## src/rtl/mesh_wormhole_pkg.sv

```systemverilog
// Shared flit-type and arbiter-state encodings for the 2D mesh wormhole router.
// Combinational helpers only; no state and no handshake lives here.
// Imported by every arbiter and selector in the node.
package mesh_wormhole_pkg;

    localparam logic [1:0] FLIT_BODY      = 2'b00;
    localparam logic [1:0] FLIT_HEAD      = 2'b01;
    localparam logic [1:0] FLIT_TAIL      = 2'b10;
    localparam logic [1:0] FLIT_HEAD_TAIL = 2'b11;

    typedef enum logic {
        ARB_IDLE = 1'b0,
        ARB_BUSY = 1'b1
    } arb_state_t;

    // A head opens a path; a single-flit packet both opens and closes it.
    function automatic logic flit_is_head(input logic [1:0] id);
        return (id == FLIT_HEAD) || (id == FLIT_HEAD_TAIL);
    endfunction

    function automatic logic flit_is_tail(input logic [1:0] id);
        return (id == FLIT_TAIL) || (id == FLIT_HEAD_TAIL);
    endfunction

endpackage

```

## src/rtl/rr_prio_select.sv

```systemverilog
// Winner selection: first requester at or after rr_ptr (HOP_PRIO_EN: largest hop count, ties by rr order).
// Latency: purely combinational, zero cycles.
// Backpressure: none; the caller decides when the winner is used.
module rr_prio_select #(
    parameter int IN_N      = 5,
    parameter int HOP_CNT_W = 4
) (
    input  logic [IN_N-1:0]           req,
    input  logic [$clog2(IN_N)-1:0]   rr_ptr,
    input  logic [IN_N*HOP_CNT_W-1:0] hop_count,
    output logic [$clog2(IN_N)-1:0]   winner,
    output logic                      any_req
);

    localparam int PTR_W = $clog2(IN_N);

    int   idx;
    logic found;

`ifdef HOP_PRIO_EN
    logic [HOP_CNT_W-1:0] best_hop;

    // Scan in round-robin order; a strictly larger hop count displaces the
    // current pick, so equal hops keep the earliest one after rr_ptr.
    always_comb begin
        winner   = '0;
        found    = 1'b0;
        best_hop = '0;
        idx      = 0;
        for (int k = 0; k < IN_N; k++) begin
            idx = int'(rr_ptr) + k;
            if (idx >= IN_N) begin
                idx = idx - IN_N;
            end
            if (req[idx] && (!found || (hop_count[idx*HOP_CNT_W +: HOP_CNT_W] > best_hop))) begin
                found    = 1'b1;
                winner   = idx[PTR_W-1:0];
                best_hop = hop_count[idx*HOP_CNT_W +: HOP_CNT_W];
            end
        end
    end
`else
    logic unused_hop;
    assign unused_hop = ^hop_count;

    always_comb begin
        winner = '0;
        found  = 1'b0;
        idx    = 0;
        for (int k = 0; k < IN_N; k++) begin
            idx = int'(rr_ptr) + k;
            if (idx >= IN_N) begin
                idx = idx - IN_N;
            end
            if (req[idx] && !found) begin
                found  = 1'b1;
                winner = idx[PTR_W-1:0];
            end
        end
    end
`endif

    assign any_req = |req;

endmodule

```

## src/rtl/wormhole_out_chan_arbiter.sv

```systemverilog
// Per-output wormhole arbiter: locks one input to this output from head to tail (HOP_PRIO_EN biases by hop count).
// Latency: head in cycle n -> grant in n+1; tail in t -> next grant no earlier than t+2.
// Backpressure: out_vld_o drops while owner empty or downstream not ready; path, sel and grant held.
module wormhole_out_chan_arbiter
    import mesh_wormhole_pkg::*;
#(
    parameter int IN_N        = 5,
    parameter int OUT_M       = 5,
    parameter int FLIT_ID_W   = 2,
    parameter int HOP_CNT_W   = 4,
    parameter int OUT_CHAN_ID = 0
) (
    input  logic                            clk_i,
    input  logic                            rst_ni,
    input  logic [IN_N*$clog2(OUT_M)-1:0]   rtr_res_i,
    input  logic [IN_N-1:0]                 rtr_res_vld_i,
    input  logic [IN_N*HOP_CNT_W-1:0]       hop_count_i,
    input  logic [IN_N*FLIT_ID_W-1:0]       flit_id_i,
    input  logic [IN_N-1:0]                 data_vld_i,
    input  logic                            forward_node_rdy_i,
    output logic [$clog2(IN_N)-1:0]         sel_o,
    output logic                            out_vld_o,
    output logic [IN_N-1:0]                 chan_alloc_o
);

    localparam int                RES_W  = $clog2(OUT_M);
    localparam int                PTR_W  = $clog2(IN_N);
    localparam logic [RES_W-1:0]  OUT_ID = RES_W'(OUT_CHAN_ID);

    arb_state_t          state, state_nxt;
    logic [PTR_W-1:0]    owner, owner_nxt;
    logic [PTR_W-1:0]    rr_ptr, rr_ptr_nxt;
    logic [PTR_W-1:0]    winner;
    logic [IN_N-1:0]     grant, grant_nxt;
    logic [IN_N-1:0]     req;
    logic                any_req;
    logic                owner_vld;
    logic [FLIT_ID_W-1:0] owner_flit;

    always_comb begin
        req = '0;
        for (int i = 0; i < IN_N; i++) begin
            req[i] = data_vld_i[i] & rtr_res_vld_i[i]
                   & (rtr_res_i[i*RES_W +: RES_W] == OUT_ID)
                   & flit_is_head(flit_id_i[i*FLIT_ID_W +: FLIT_ID_W]);
        end
    end

    rr_prio_select #(
        .IN_N      (IN_N),
        .HOP_CNT_W (HOP_CNT_W)
    ) u_select (
        .req       (req),
        .rr_ptr    (rr_ptr),
        .hop_count (hop_count_i),
        .winner    (winner),
        .any_req   (any_req)
    );

    // Owner's head-of-queue view, muxed from the registered owner index.
    always_comb begin
        owner_vld  = 1'b0;
        owner_flit = '0;
        for (int i = 0; i < IN_N; i++) begin
            if (owner == PTR_W'(i)) begin
                owner_vld  = data_vld_i[i];
                owner_flit = flit_id_i[i*FLIT_ID_W +: FLIT_ID_W];
            end
        end
    end

    assign out_vld_o    = (state == ARB_BUSY) & owner_vld & forward_node_rdy_i;
    assign sel_o        = owner;
    assign chan_alloc_o = grant;

    always_comb begin
        state_nxt  = state;
        owner_nxt  = owner;
        rr_ptr_nxt = rr_ptr;
        grant_nxt  = grant;
        case (state)
            ARB_IDLE: begin
                if (any_req) begin
                    state_nxt         = ARB_BUSY;
                    owner_nxt         = winner;
                    grant_nxt         = '0;
                    grant_nxt[winner] = 1'b1;
                end
            end
            ARB_BUSY: begin
                // Any non-tail flit, including a stray head, just rides the open path.
                if (out_vld_o && flit_is_tail(owner_flit)) begin
                    state_nxt  = ARB_IDLE;
                    grant_nxt  = '0;
                    rr_ptr_nxt = (owner == PTR_W'(IN_N - 1)) ? '0 : owner + PTR_W'(1);
                end
            end
            default: begin
                state_nxt = ARB_IDLE;
                grant_nxt = '0;
            end
        endcase
    end

    always_ff @(posedge clk_i or negedge rst_ni) begin
        if (!rst_ni) begin
            state  <= ARB_IDLE;
            owner  <= '0;
            rr_ptr <= '0;
            grant  <= '0;
        end else begin
            state  <= state_nxt;
            owner  <= owner_nxt;
            rr_ptr <= rr_ptr_nxt;
            grant  <= grant_nxt;
        end
    end

    a_grant_onehot: assert property (@(posedge clk_i) disable iff (!rst_ni) $onehot0(chan_alloc_o));
    a_vld_has_grant: assert property (@(posedge clk_i) disable iff (!rst_ni) out_vld_o |-> (|chan_alloc_o));

endmodule

```

## config.mk

```make
export PLATFORM = sky130hd
export DESIGN_NAME = wormhole_out_chan_arbiter
export DESIGN_NICKNAME = d
export VERILOG_FILES = /design/src/rtl/mesh_wormhole_pkg.sv /design/src/rtl/rr_prio_select.sv /design/src/rtl/wormhole_out_chan_arbiter.sv
export SDC_FILE = /design/constraint.sdc
export NUM_CORES = 1
export LEC_CHECK = 0
export CAP_MARGIN = 10
export CORE_ASPECT_RATIO = 1.5
export CORE_MARGIN = 4
export CORE_UTILIZATION = 35
export CTS_CLUSTER_DIAMETER = 200
export CTS_CLUSTER_SIZE = 24
export DETAILED_ROUTE_END_ITERATION = 10
export DONT_BUFFER_PORTS = 1
export GPL_TIMING_DRIVEN = 0
export PLACE_DENSITY = 0.56
export SLEW_MARGIN = 20
export SYNTH_ARGS = -nofsm -noshare
export SYNTH_HDL_FRONTEND = slang
export SYNTH_SLANG_ARGS = --single-unit
```

## constraint.sdc

```tcl
create_clock -name clk_i -period 3.3 [get_ports clk_i]
set_input_delay 0.66 -clock clk_i [delete_from_list [all_inputs] [get_ports clk_i]]
set_output_delay 0.66 -clock clk_i [all_outputs]
set_load 0.01 [all_outputs]
```

==> run_results.csv <==
group,metric,value,unit
sta,rsz0062_at_grt,"yes",
power,pwr_dens,1150,mW/mm^2
logic_synthesis,synth-simple-area-share,30.9,%
sta,finalClockSkew,0.701,ps
logic_synthesis,postSynth.topFlopCell,"sky130_fd_sc_hd__dfrtp_1",
logic_synthesis,synth_fp_nets,269,
logic_synthesis,ys_seq_elements,12,
floorplanning,floorplan.die_area,0.00599,mm^2
worst_setup_path,cp.arrival,3550,ps
routing,drc,0,
logic_synthesis,synth_edf_count,0,
logic_synthesis,ys_types,63,
routing,routedWlPerCell,17.7,um
clocking,cts_max_level,1,
logic_synthesis,synth.most_common_cell,"sky130_fd_sc_hd__nand2_1",
logic_synthesis,synth_top_family_by_area,"simple AND/OR/NAND/NOR gates",
power,power.static_leakage,0.907,nW
global_routing,grt_use_total,17.3,%
finish,finalNetCount,296,
logic_synthesis,post_synth_instance_area,0.00168,mm^2
finish,area_growth,35.9,%
routing,ant_nets,0,
sta,max_clock_freq,0.295,GHz
logic_synthesis,synth_top_area_share,17.9,%
logic_synthesis,post_synth_xor_area_fraction,3.65,%
placement,routabilityCongestion,0.813,
worst_setup_path,crit_path_max_fanout,6,
finish,multiInputGateArea,0.00160,mm^2
floorplanning,io-pin-count,67,
status,violations,"setup timing",
floorplanning,placementRows,30,
finish,layoutNonFillerInstCount,287,
global_routing,initial_antenna_violation_count,0,
sta,report.final.setup_viol,3,
logic_synthesis,synthTopCellsByCount,"19 x sky130_fd_sc_hd__nand2_1, 18 x sky130_fd_sc_hd__nor2_1, 13 x sky130_fd_sc_hd__ha_1, 12 x sky130_fd_sc_hd__a21oi_1, 12 x sky130_fd_sc_hd__dfrtp_1",
global_routing,grt_first_pass_wirelength,8.18,mm
logic_synthesis,synth_top_cell_by_area,"sky130_fd_sc_hd__dfrtp_1",
sta,fin_crit,3390,ps
clocking,cts_tree,"built",
worst_setup_path,path_class,"flip-flop to flip-flop",
logic_synthesis,synth_area_leaders,"sky130_fd_sc_hd__dfrtp_1 18%, sky130_fd_sc_hd__ha_1 9.7%, sky130_fd_sc_hd__nand2_1 4.2%",
floorplanning,die_height,92.8,um
placement,place_inst,261,
logic_synthesis,post_synth_inst_count,197,
logic_synthesis,synth_warnings,0,
run,maxCapViolCount,0,
sta,timing.slew.headroom,64.1,%
sta,count_of_endpoints_failing_hold_in_the_final_timing_report,0,
status,status,"complete, but fails checks",
clocking,worstSkewPairLatency,240,ps
min_path,min-delay-path-class,"input port to async pin",
routing,drt-vias-per-instance,5.67,
sta,tightest_slew,532,ps
logic_synthesis,syn-mean-instance-area,8.52,um^2
global_routing,first_global_vias,1727,
finish,nFillCells,455,
floorplanning,initial_core_util,36.7,%
logic_synthesis,post_synth_mux_area_share,5.22,%
power,vdd_drop_max,0.739,mV
sta,report.final.slew_viol_count,0,
worst_setup_path,worst_setup_path_start_kind,"flip-flop",
floorplanning,core_region_area,0.00458,mm^2
clocking,cts_made_buffers,3,
logic_synthesis,synth-seq-area-share,17.9,%
placement,pre_cts_ws,-447,ps
logic_synthesis,async_flop_share,100,%
placement,detailed_placement_hpwl,3.94,mm
clocking,ctsHoldBuffers,0,
logic_synthesis,yosys.area_share.adder,10.9,%
sta,finalCritPeriodShare,103,%
clocking,max-clock-path-buffers,2,
clocking,path_clk_slew,50,ps
global_routing,grt_start_max_net_pins,13,
sta,timing.final.ws_setup,-85.8,ps
finish,layout.area.seq,303,um^2
floorplanning,dieWidth,64.6,um
routing,detail_route.iter0.violations,50,
finish,num_antenna_cells,0,
clocking,clock_tree_root,"sky130_fd_sc_hd__clkbuf_8",
worst_setup_path,worst_setup_path_end_kind,"flip-flop",
global_routing,grt-ovfl-total,0,
routing,vias,1627,
routing,dr.pass1.iters,4,
finish,fin_util,49.8,%
clocking,clock-sinks,12,
logic_synthesis,synth_compound_gate_area_share,27.7,%
sta,fin_worst_hold_slack,111,ps
worst_setup_path,worstPathRequired,3470,ps
routing,route.final.wire_length,5.08,mm
finish,share_of_cells_above_drive_strength_1,38.1,%
placement,port_buffers,0,
final timing paths:
check	endpoint	slack, ps	depth (start not counted)	from
setup reg to reg	chan_alloc_o[1]	-90	15	rr_ptr[0]
setup / recovery	chan_alloc_o[1]	-90	15	rr_ptr[0]
hold reg to reg	state	510	2	state
hold / removal	rr_ptr[1]	110	0	rst_ni
max in group asynchronous	rr_ptr[1]	3110	0	rst_ni
min in group clk_i	state	510	2	state
per-stage QoR:
step	area (um^2)	setup TNS, ps	power, W
2_1_floorplan	1750	0	0.00153
3_3_place_gp	1830	-2250	0.00180
3_5_place_dp	1830	-2610	0.00181
4_1_cts	2090	-223	0.00226
5_1_grt	2280	-952	0.00284
6_report	2280	-165	0.00263
layer usage:
metal	vias to the layer above	global-route usage (%)	wire [um]
li1	796	-	-
met1	770	18.5	1900
met4	0	7.58	164
met5	-	0	0
met2	41	33.4	2860
met3	20	1.33	148
cell families after synthesis:
kind of cell,count (synthesis)
adder cells (fa/ha/maj),14
AND/OR/NAND/NOR,88
buffers and inverters,13
flip-flops,12
AO/OA/AOI/OAI,56
XOR/XNOR,7
multiplexers,7
power by group:
| part | switching (W) | total (W) | internal [W] |
|---|---|---|---|
| Sequential | 0.0000982 | 0.000305 | 0.000206 |
| Clock | 0.0000545 | 0.000160 | 0.000105 |
| Combinational | 0.00113 | 0.00217 | 0.00103 |
| Total | 0.00129 | 0.00263 | 0.00134 |
cell usage in the layout, fill, tap and decap left out, drive strengths merged, types with 3 or more instances in the layout:
cell,instances
nand3,5
dfrtp,12
nand2b,5
o21ai,9
and3,5
xnor2,6
nand2,21
nor3,5
nor4b,4
nor4,4
a21oi,15
o2bb2ai,5
and2,3
nor2,18
mux2,4
clkbuf,5
buf,24
inv,9
ha,13
nor2b,5
o311ai,3
state kept, by name, summed over array words and instances (netlist names):
name,count
state,1
rr_ptr,3
sel_o,3
chan_alloc_o,5
layout make-up:
class	instances	area share (%)
Inverter	10	2.19
Buffer	3	1.15
Clock buffer	4	2.41
Timing Repair Buffer	22	7.57
Sequential cell	12	13.3
Tap cell	64	3.51
Multi-Input combinational cell	172	69.9
critical path: stages, from the launching register on:
cell,delay [ps]
sky130_fd_sc_hd__dfrtp_1,390
sky130_fd_sc_hd__buf_6,140
sky130_fd_sc_hd__inv_8,60
sky130_fd_sc_hd__ha_4,120
sky130_fd_sc_hd__inv_2,30
sky130_fd_sc_hd__fa_2,380
sky130_fd_sc_hd__a21oi_4,180
sky130_fd_sc_hd__mux2i_4,330
sky130_fd_sc_hd__mux2_4,350
sky130_fd_sc_hd__a22oi_4,210
sky130_fd_sc_hd__o211ai_4,170
sky130_fd_sc_hd__buf_6,160
sky130_fd_sc_hd__a21oi_4,160
sky130_fd_sc_hd__a21oi_4,50
sky130_fd_sc_hd__or4_4,430
sky130_fd_sc_hd__o2bb2ai_4,150
timing repair:
item                                    in CTS  in global routing
gates resized for setup                     20                 26
endpoints found under the setup margin       8                  8
pin swaps                                   15                 11
setup buffers                               17                  8
(Power assumes the default switching activity.)
